==> src/rtl/muldiv_unit_pkg.sv <==
// Shared constants for the RV32M multiply/divide unit: funct3 op codes,
// FSM state encoding and small op-decode helpers.
package muldiv_defs;

    localparam int XLEN_DEFAULT = 32;

    localparam logic [2:0] F3_MUL    = 3'b000;
    localparam logic [2:0] F3_MULH   = 3'b001;
    localparam logic [2:0] F3_MULHSU = 3'b010;
    localparam logic [2:0] F3_MULHU  = 3'b011;
    localparam logic [2:0] F3_DIV    = 3'b100;
    localparam logic [2:0] F3_DIVU   = 3'b101;
    localparam logic [2:0] F3_REM    = 3'b110;
    localparam logic [2:0] F3_REMU   = 3'b111;

    typedef enum logic [1:0] {
        ST_IDLE = 2'd0,
        ST_CALC = 2'd1,
        ST_FIX  = 2'd2,
        ST_DONE = 2'd3
    } state_e;

    function automatic logic f3_is_div(input logic [2:0] f3);
        return f3[2];
    endfunction

    function automatic logic f3_is_rem(input logic [2:0] f3);
        return f3[2] & f3[1];
    endfunction

    function automatic logic f3_is_signed_div(input logic [2:0] f3);
        return (f3 == F3_DIV) | (f3 == F3_REM);
    endfunction

    function automatic logic f3_rs1_signed(input logic [2:0] f3);
        return (f3 != F3_MULHU) & (f3 != F3_DIVU) & (f3 != F3_REMU);
    endfunction

    function automatic logic f3_rs2_signed(input logic [2:0] f3);
        return (f3 == F3_MUL) | (f3 == F3_MULH) | (f3 == F3_DIV) | (f3 == F3_REM);
    endfunction

    function automatic logic f3_low_word(input logic [2:0] f3);
        return (f3 == F3_MUL) | f3[2];
    endfunction

endpackage

==> src/rtl/muldiv_negate.sv <==
// Combinational conditional two's-complement negate, used for operand
// magnitude extraction and for final sign correction.
module muldiv_negate #(
    parameter int W = 64
) (
    input  logic         neg_i,
    input  logic [W-1:0] a_i,
    output logic [W-1:0] y_o
);

    assign y_o = neg_i ? (~a_i + {{(W-1){1'b0}}, 1'b1}) : a_i;

endmodule

==> src/rtl/muldiv_unit.sv <==
// Iterative RV32M multiply/divide unit: shift-add multiply and restoring
// divide on magnitudes, one bit per clock, one-cycle write-back strobe.
module muldiv_unit
    import muldiv_defs::*;
#(
    parameter int XLEN  = XLEN_DEFAULT,
    parameter int CNT_W = 6
) (
    input  logic            clk,
    input  logic            rst_n,
    input  logic            start,
    input  logic [2:0]      funct3,
    input  logic [XLEN-1:0] rs1_data,
    input  logic [XLEN-1:0] rs2_data,
    input  logic [4:0]      rd_in,
    output logic            busy,
    output logic            wren,
    output logic [4:0]      wr,
    output logic [XLEN-1:0] wd
);

    localparam int               DW       = 2 * XLEN;
    localparam logic [CNT_W-1:0] CNT_LAST = CNT_W'(XLEN - 1);
    localparam logic [CNT_W-1:0] CNT_ONE  = CNT_W'(1);
    localparam logic [XLEN-1:0]  ZERO     = {XLEN{1'b0}};
    localparam logic [XLEN-1:0]  ALL_ONES = {XLEN{1'b1}};
    localparam logic [XLEN-1:0]  INT_MIN  = {1'b1, {(XLEN-1){1'b0}}};

    state_e           state_q, state_d;
    logic [2:0]       op_q, op_d;
    logic [4:0]       wr_q, wr_d;
    logic [XLEN-1:0]  wd_q, wd_d;
    logic [DW-1:0]    acc_q, acc_d;
    logic [XLEN-1:0]  mcand_q, mcand_d;
    logic             neg_q, neg_d;
    logic [CNT_W-1:0] cnt_q, cnt_d;
    logic             busy_q, busy_d;
    logic             wren_q, wren_d;

    logic             a_neg_s, b_neg_s;
    logic [XLEN-1:0]  a_mag_s, b_mag_s;
    logic             div0_s, ovf_s, special_s;
    logic [XLEN-1:0]  special_res_s;
    logic [XLEN:0]    mul_sum_s;
    logic [DW-1:0]    mul_next_s;
    logic [XLEN:0]    rem_sh_s, trial_s;
    logic [DW-1:0]    div_next_s;
    logic [DW-1:0]    fix_in_s, fix_out_s;
    logic [XLEN-1:0]  fix_res_s;

    assign a_neg_s = f3_rs1_signed(funct3) & rs1_data[XLEN-1];
    assign b_neg_s = f3_rs2_signed(funct3) & rs2_data[XLEN-1];

    muldiv_negate #(.W(XLEN)) u_neg_a (.neg_i(a_neg_s), .a_i(rs1_data), .y_o(a_mag_s));
    muldiv_negate #(.W(XLEN)) u_neg_b (.neg_i(b_neg_s), .a_i(rs2_data), .y_o(b_mag_s));

    // Divides that bypass the iteration: divide-by-zero and INT_MIN / -1.
    assign div0_s    = f3_is_div(funct3) & (rs2_data == ZERO);
    assign ovf_s     = f3_is_signed_div(funct3) & (rs1_data == INT_MIN) & (rs2_data == ALL_ONES);
    assign special_s = div0_s | ovf_s;

    // Architectural result for the bypassed divide cases.
    always_comb begin
        special_res_s = ZERO;
        if (div0_s) begin
            special_res_s = f3_is_rem(funct3) ? rs1_data : ALL_ONES;
        end else begin
            special_res_s = f3_is_rem(funct3) ? ZERO : INT_MIN;
        end
    end

    // Multiply step: acc holds {partial high, remaining multiplier bits}.
    assign mul_sum_s  = {1'b0, acc_q[DW-1:XLEN]} + (acc_q[0] ? {1'b0, mcand_q} : {(XLEN+1){1'b0}});
    assign mul_next_s = {mul_sum_s, acc_q[XLEN-1:1]};

    // Divide step: acc holds {partial remainder, dividend/quotient bits}.
    assign rem_sh_s = acc_q[DW-1:XLEN-1];
    assign trial_s  = rem_sh_s - {1'b0, mcand_q};

    // Restore on a negative trial difference, otherwise commit it and set a quotient bit.
    always_comb begin
        div_next_s = acc_q;
        if (trial_s[XLEN]) begin
            div_next_s = {rem_sh_s[XLEN-1:0], acc_q[XLEN-2:0], 1'b0};
        end else begin
            div_next_s = {trial_s[XLEN-1:0], acc_q[XLEN-2:0], 1'b1};
        end
    end

    // Select what the FIX stage sign-corrects: full product, quotient or remainder.
    always_comb begin
        fix_in_s = acc_q;
        if (f3_is_rem(op_q)) begin
            fix_in_s = {ZERO, acc_q[DW-1:XLEN]};
        end else if (f3_is_div(op_q)) begin
            fix_in_s = {ZERO, acc_q[XLEN-1:0]};
        end else begin
            fix_in_s = acc_q;
        end
    end

    muldiv_negate #(.W(DW)) u_neg_fix (.neg_i(neg_q), .a_i(fix_in_s), .y_o(fix_out_s));

    assign fix_res_s = f3_low_word(op_q) ? fix_out_s[XLEN-1:0] : fix_out_s[DW-1:XLEN];

    // Control FSM next-state and datapath register updates.
    always_comb begin
        state_d = state_q;
        op_d    = op_q;
        wr_d    = wr_q;
        wd_d    = wd_q;
        acc_d   = acc_q;
        mcand_d = mcand_q;
        neg_d   = neg_q;
        cnt_d   = cnt_q;
        busy_d  = 1'b0;
        wren_d  = 1'b0;
        case (state_q)
            ST_IDLE: begin
                if (start) begin
                    op_d    = funct3;
                    wr_d    = rd_in;
                    acc_d   = {ZERO, a_mag_s};
                    mcand_d = b_mag_s;
                    neg_d   = f3_is_rem(funct3) ? a_neg_s : (a_neg_s ^ b_neg_s);
                    cnt_d   = {CNT_W{1'b0}};
                    if (special_s) begin
                        wd_d    = special_res_s;
                        state_d = ST_DONE;
                    end else begin
                        state_d = ST_CALC;
                    end
                end else begin
                    state_d = ST_IDLE;
                end
            end
            ST_CALC: begin
                acc_d = f3_is_div(op_q) ? div_next_s : mul_next_s;
                cnt_d = cnt_q + CNT_ONE;
                if (cnt_q == CNT_LAST) begin
                    state_d = ST_FIX;
                end else begin
                    state_d = ST_CALC;
                end
            end
            ST_FIX: begin
                wd_d    = fix_res_s;
                state_d = ST_DONE;
            end
            ST_DONE: begin
                state_d = ST_IDLE;
            end
            default: begin
                state_d = ST_IDLE;
            end
        endcase
        busy_d = (state_d != ST_IDLE);
        wren_d = (state_d == ST_DONE);
    end

    // State and datapath registers; reset clears everything, aborting any op.
    always_ff @(posedge clk or negedge rst_n) begin
        if (!rst_n) begin
            state_q <= ST_IDLE;
            op_q    <= 3'b000;
            wr_q    <= 5'd0;
            wd_q    <= {XLEN{1'b0}};
            acc_q   <= {DW{1'b0}};
            mcand_q <= {XLEN{1'b0}};
            neg_q   <= 1'b0;
            cnt_q   <= {CNT_W{1'b0}};
            busy_q  <= 1'b0;
            wren_q  <= 1'b0;
        end else begin
            state_q <= state_d;
            op_q    <= op_d;
            wr_q    <= wr_d;
            wd_q    <= wd_d;
            acc_q   <= acc_d;
            mcand_q <= mcand_d;
            neg_q   <= neg_d;
            cnt_q   <= cnt_d;
            busy_q  <= busy_d;
            wren_q  <= wren_d;
        end
    end

    assign busy = busy_q;
    assign wren = wren_q;
    assign wr   = wr_q;
    assign wd   = wd_q;

endmodule
==> config.mk <==
export PLATFORM = sky130hd
export DESIGN_NAME = muldiv_unit
export DESIGN_NICKNAME = d
export VERILOG_FILES = /design/src/rtl/muldiv_unit_pkg.sv /design/src/rtl/muldiv_negate.sv /design/src/rtl/muldiv_unit.sv
export SDC_FILE = /design/constraint.sdc
export NUM_CORES = 1
export LEC_CHECK = 0
export CORE_AREA = 5 5 175 177
export CTS_CLUSTER_SIZE = 12
export DETAILED_ROUTE_END_ITERATION = 8
export DIE_AREA = 0 0 180 182
export HOLD_SLACK_MARGIN = 0.05
export PLACE_DENSITY_LB_ADDON = 0.12
export SLEW_MARGIN = 40
export SYNTH_ARGS = -nofsm -noshare
export SYNTH_HDL_FRONTEND = slang
export SYNTH_SLANG_ARGS = --single-unit
==> constraint.sdc <==
create_clock -name clk -period 10.89 [get_ports clk]
set_clock_uncertainty 0.15 [all_clocks]
set_input_delay 2.7225 -clock clk [delete_from_list [all_inputs] [get_ports clk]]
set_output_delay 2.7225 -clock clk [all_outputs]
set_load 0.005 [all_outputs]
Word-level counts from Yosys, hierarchy flattened
Index checks and enable logic that the tools add are counted.
Widths: inputs -> output; s select.
{ "word_totals": {"mem_bits_ro": 0, "wordCells": 84, "latch_bits": 0, "mem_bits_rw": 0, "mem_count": 0, "inputBits": 75, "reg_bits": 147} }
{ "op_classes": {"shift": 0, "eq_ne": 15, "n_bitwise": 19, "muxes": 24, "n_lt_le_gt_ge": 0, "multipliers": 0, "div_mod_pow": 0, "addsub": 6, "reduce_logical": 10} }
{ "op_table": {"columns": ["operator", "count"], "rows": [
  ["$mux 64", 6],
  ["$mux 32", 9],
  ["$pmux 64 s2", 1],
  ["$add 32x1->32 const B", 2],
  ["$add 64x1->64 const B", 1],
  ["$eq 32x32->1 const B", 2],
  ["$not 32->32", 2],
  ["$not 64->64", 1],
  ["$pmux 32 s2", 1],
  ["$add 32x32->33", 1],
  ["$sub 33x32->33", 1],
  ["$logic_not 32->1", 1],
  ["$pmux 6 s2", 1],
  ["$and 1x1->1", 9],
  ["$pmux 2 s4", 1],
  ["$add 6x1->6 const B", 1],
  ["$eq 2x2->1 const B", 3],
  ["$eq 3x3->1 const B", 2],
  ["$eq 6x5->1 const B", 1],
  ["$logic_not 3->1", 2],
  ["$mux 2", 3],
  ["$mux 6", 1],
  ["$ne 3x3->1 const B", 2],
  ["$or 1x1->1", 6],
  ["10 further kinds", 14]
]} }

Longest topological paths before layout
{ "logic_depth": {"depth_word": 9, "depth_mapped": 15} }

Modules after synthesis
Synthesis repeated with hierarchy kept, for this count alone.
{ "hier_totals": {"cells_unflattened": 1853, "area_unflattened_um2": 15287.2} }
{ "by_module_without_submodules": {"columns": ["module", "cells_per_inst", "area_per_inst_um2", "n_inst"], "rows": [
  ["muldiv_unit", 1449, 12084.1, 1],
  ["muldiv_negate at u_neg_fix", 206, 1649.1, 1],
  ["muldiv_negate at u_neg_a ...", 99, 777.0, 2]
]} }

Worst setup path before layout
No wires, ideal clock.
{ "synth_timing": {"kind": "input -> register", "start": "input rs2_data[10]", "end": "register wd_q[30] (netlist: wd[30])", "path_buffers": 1, "path_slack_ns": 5.479, "setup_ns": 0.136, "t_required_ns": 10.604, "cell_stages": 10, "arrival_time_ns": 5.125, "cell_sequence": "or4_1 nor4_1 nand3_1 nor4_2 and4b_1 o21bai_1 a21oi_2 clkbuf_1 a221oi_1 nand3_1"} }
{ "synth_between": {"elab_chain_len": 6, "word_cells_on_any_way": 11, "classes_between": "2 x eq/ne; 4 x mux; 3 x bitwise; 2 x reduce/logical"} }
{ "synth_lines": {"columns": ["item", "line", "rtl"], "rows": [
  ["start: declaration", "muldiv_unit.sv:14", "input logic [XLEN-1:0] rs2_data,"],
  ["$logic_not 32->1", "muldiv_unit.sv:58", "assign div0_s = f3_is_div(funct3) & (rs2_data == ZERO);"],
  ["$and 1x1->1", "muldiv_unit.sv:58", null],
  ["$mux 32", "muldiv_unit.sv:65", "if (div0_s) begin"],
  ["$mux 32", "muldiv_unit.sv:127", "if (special_s) begin"],
  ["$mux 32", "muldiv_unit.sv:120", "if (start) begin"],
  ["$pmux 32 s2", "muldiv_unit.sv:118", "case (state_q)"],
  ["end signal: assignment", "muldiv_unit.sv:167", "wd_q <= {XLEN{1'b0}};"],
  ["end signal: assignment", "muldiv_unit.sv:178", "wd_q <= wd_d;"],
  ["end: declaration", "muldiv_unit.sv:32", "logic [XLEN-1:0] wd_q, wd_d;"]
]} }
Parallel ways exist; a longest one is shown, timed or not. The select of a mux whose other input is x is not followed.
A chain may end at the register's enable or synchronous reset.

Worst setup path in the final report
{ "layout_timing": {"start": "input rs2_data[8]", "end": "register wd_q[6] (netlist: wd[6])"} }
The elaborated chain is that of the path after synthesis.

==> impl_metrics.py <==
metrics = {
    "power_and_ir_drop": {
        "p_sw_mw": 2.88,
        "p_leak_nw": 6.67,
        "swShare_pct": 50.5,
        "p_per_area_nw_per_um2": 354,
        "vdd_drop_max_uv": 223,
        "seq_power_share_pct": 22.9,
        "p_comb_share_pct": 67.2,
        "total_power_mw": 5.70,
        "pwr-share-clk_pct": 9.9,
        "intPower_mw": 2.82,
    },
    "cts": {
        "clockBufferDepth": 2,
        "cts_resized": 0,
        "clkTransAtPathRegs_ns": 0.07,
        "ctsHoldBuffers": 0,
        "clock_sinks": 147,
        "cts_tree": "built",
        "root_buffer": "clkbuf_16",
        "post_cts_buffers": 0,
        "insertion_delay_ns": 0.44,
        "cts_buffers": 17,
        "cts_max_level": 4,
    },
    "setup_path": {
        "cp_slowest_cell": "or4_1",
        "critPathTopFamily": "simple AND/OR/NAND/NOR gates",
        "cp-end-kind": "register",
        "cp_max_fo": 54,
        "critical-path-max-stage-delay_ns": 0.60,
        "reg2reg_depth": 11,
        "start_kind": "input port",
        "r2r_slack_ns": 6.09,
        "worstSetupPathType": "input port to register",
        "crit_buf_inv": 3,
        "path_cells": "clkdlybuf4s50_1 -> or4_1 -> nor4_1 -> nand3_1 -> nor4_2 -> and4b_1 -> o21bai_1 -> a21oi_4 -> buf_4 -> inv_1 -> nor2_1 -> a41oi_1",
        "cp.arrival_ns": 6.52,
        "required_ns": 11.09,
        "r2r_end": "wd[21]$_DFFE_PN0P_",
        "r2r-start": "op_q[2]$_DFFE_PN0P_",
    },
    "worst_hold_path": {
        "min_delay_path_depth": 2,
        "whs_endpoint": "wd[17]$_DFFE_PN0P_",
        "hp-start": "wd[17]$_DFFE_PN0P_",
        "hold_class": "register to register",
    },
    "placement": {
        "finalWeightedCongestion": 0.928,
        "portBuffers": 113,
        "place_inst": 2217,
        "dp_hpwl_mm": 33.3,
    },
    "drt": {
        "drcViolationCount": 0,
        "drt_iter0_markers": 1251,
        "wl_per_cell_microns": 20.3,
        "viasPerCell": 6.24,
        "wirelength_mm": 45.6,
        "vias": 14020,
        "final_antenna_net_count": 0,
        "dr.pass1.iters": 5,
    },
    "finish": {
        "fin_util_pct": 55.3,
        "layout-drive-gt1-share_pct": 4.57,
        "nNetsFinal": 1992,
        "multi_input_area_sq_um": 9850,
        "mostFrequentLayoutCell": "o21ai_0",
        "diodes": 0,
        "fin_cells": 2248,
        "n_fill_cell": 2776,
        "synthToLayoutAreaGrowth_pct": 13.3,
        "regArea_sq_um": 3680,
        "layout_common_cells": "o21ai_0 (174), nand2_1 (159), a21oi_1 (153)",
    },
    "timing": {
        "final-hold-violation-count": 0,
        "setup-violations-final": 0,
        "max_freq_mhz": 158,
        "rsz0062_at_grt": "false",
        "worstMarginPinSlew_ns": 0.834,
        "period_share_pct": 58.0,
        "fin_crit_ns": 6.32,
        "final.setup.tns_ns": 0,
        "slew_headroom_pct": 44.4,
        "drv_slew": 0,
    },
    "grt": {
        "grt_usage_pct": 27.4,
        "grt_overflow": 0,
        "grt_pass1_wl_mm": 73.4,
        "grt_pass1_vias": 13453,
        "antenna_found_initial": 0,
        "grt_max_degree": 85,
    },
    "floorplan": {
        "io_pins": 114,
        "core_area_sq_um": 29100,
        "initial_utilization_pct": 48.8,
        "fp.dieH_microns": 182,
        "design.die.area_sq_um": 32800,
        "die_w_microns": 180,
        "num_rows": 63,
    },
    "yosys": {
        "synth_cell_type_count": 76,
        "synth-seq-area-share_pct": 25.9,
        "syn_nets": 1961,
        "synthCells": 1815,
        "yosys_warnings": 0,
        "async_flop_share_pct": 100,
        "syn_area_per_cell_sq_um": 7.82,
        "synthFlopType": "dfrtp_1",
        "syn_area_sq_um": 14200,
        "ys_seq_elements": 147,
        "synth-edff-count": 0,
    },
    "job": {
        "cap_viol_max_count": 0,
    },
    "run_status": {
        "status": "completed",
    },
}
-- cell type report --
type | instances | share of cell area (%)
Multi-Input combinational cell | 1482 | 61.2
Sequential cell | 147 | 22.9
Timing Repair Buffer | 133 | 8.01
Tap cell | 390 | 3.03
Clock buffer | 22 | 2.82
Inverter | 65 | 1.52
Clock inverter | 9 | 0.521
-- sequential cells by signal, summed over array words and instances (netlist names) --
signal,flops
cnt_q,6
wd,32
acc_q,64
state_q,2
busy,1
wren,1
mcand_q,32
neg_q,1
wr,5
op_q,3
-- worst max path at each step --
stage,cells past startpoint,to,startpoint,slack [ns]
final,12,wd[6]$_DFFE_PN0P_,rs2_data[8],4.57
after global routing,12,wd[26]$_DFFE_PN0P_,rs2_data[8],4.42
after CTS,12,wd[6]$_DFFE_PN0P_,rs2_data[8],4.62
after detailed placement,12,wd[26]$_DFFE_PN0P_,rs2_data[8],4.17
after global placement,11,wd[10]$_DFFE_PN0P_,rs2_data[8],4.07
after floorplan,10,wd[30]$_DFFE_PN0P_,rs2_data[10],5.48
-- Yosys cell counts, drive strengths merged (4+ instances only) --
library cell  count  share of area, %
mux2             12              0.95
dfrtp           147                26
nor3             37               1.3
nand2           162               4.3
inv              65               1.7
a31oi            27               1.2
nor4             17              0.79
a22oi            31               1.6
o21a              6              0.32
a41oi             7              0.43
o41ai             5              0.31
o21ai           190               6.7
o221ai           19               1.2
and3              8              0.35
xor2             73               4.5
and2             41               1.8
mux2i            85               6.0
o211ai           47               2.5
a21boi            4              0.21
o21bai           13              0.69
xnor2            97               6.0
nor3b             4              0.21
nand2b           23               1.1
buf              26              0.92
or4               9              0.53
o31ai            18              0.95
a21oi           154               5.5
a221oi           14              0.86
clkbuf           95               2.5
ha               69               6.1
a211oi           21               1.1
nor2            136               3.6
or3              13              0.61
nand4            16              0.71
a21o             31               1.6
nor2b            13              0.57
nand3            32               1.1
-- routing by layer --
| layer | track usage (%) | wire (microns) | vias to the layer above |
|---|---|---|---|
| met5 | 0 | 0 | - |
| met4 | 8.17 | 1150 | 0 |
| met3 | 4.41 | 2860 | 83 |
| met2 | 44.4 | 20900 | 530 |
| met1 | 37.8 | 20800 | 6722 |
| li1 | - | - | 6685 |
-- power by group through the flow --
stage,registers (mW),logic [mW],clock network [mW]
2_1_floorplan,1.04,3.00,0
5_1_grt,1.35,4.25,0.594
3_5_place_dp,1.30,3.77,0
6_report,1.31,3.83,0.564
3_3_place_gp,1.29,3.70,0
4_1_cts,1.29,3.79,0.570
-- kinds of logic (layout without fill, tap and decap cells) --
logic type	count (synthesis)	in the layout	synth area share, %
AOI/OAI and AO/OA	610	610	26.7
xor gates and xnor gates	170	170	10.5
adders and majority gates	71	71	6.36
buffers and inverters	186	229	5.15
DFF	147	147	25.9
muxes	97	97	6.94
and+or+nand+nor	534	534	18.5
-- worst register-to-register path, stage by stage (launching register included) --
cell and delay, ns:
dfrtp_4 0.79, buf_4 0.76, and4bb_1 0.36, o221ai_1 0.21, nor3_2 0.47, nand4_1 0.22
nand2b_1 0.38, or4_1 0.67, nand2_1 0.12, xnor2_1 0.07, a22oi_1 0.30, o211ai_1 0.15
-- per-stage QoR --
| stage | worst slack (ns) | area [sq um] | hold slack, ns |
|---|---|---|---|
| floorplan | 5.48 | 14200 | 0.315 |
| global placement | 4.07 | 15500 | 0.323 |
| detailed placement | 4.17 | 15500 | 0.327 |
| CTS | 4.62 | 16100 | 0.344 |
| global route | 4.42 | 16100 | 0.366 |
| finish | 4.57 | 16100 | 0.339 |
Note: power is estimated with default switching activity, not from simulation.
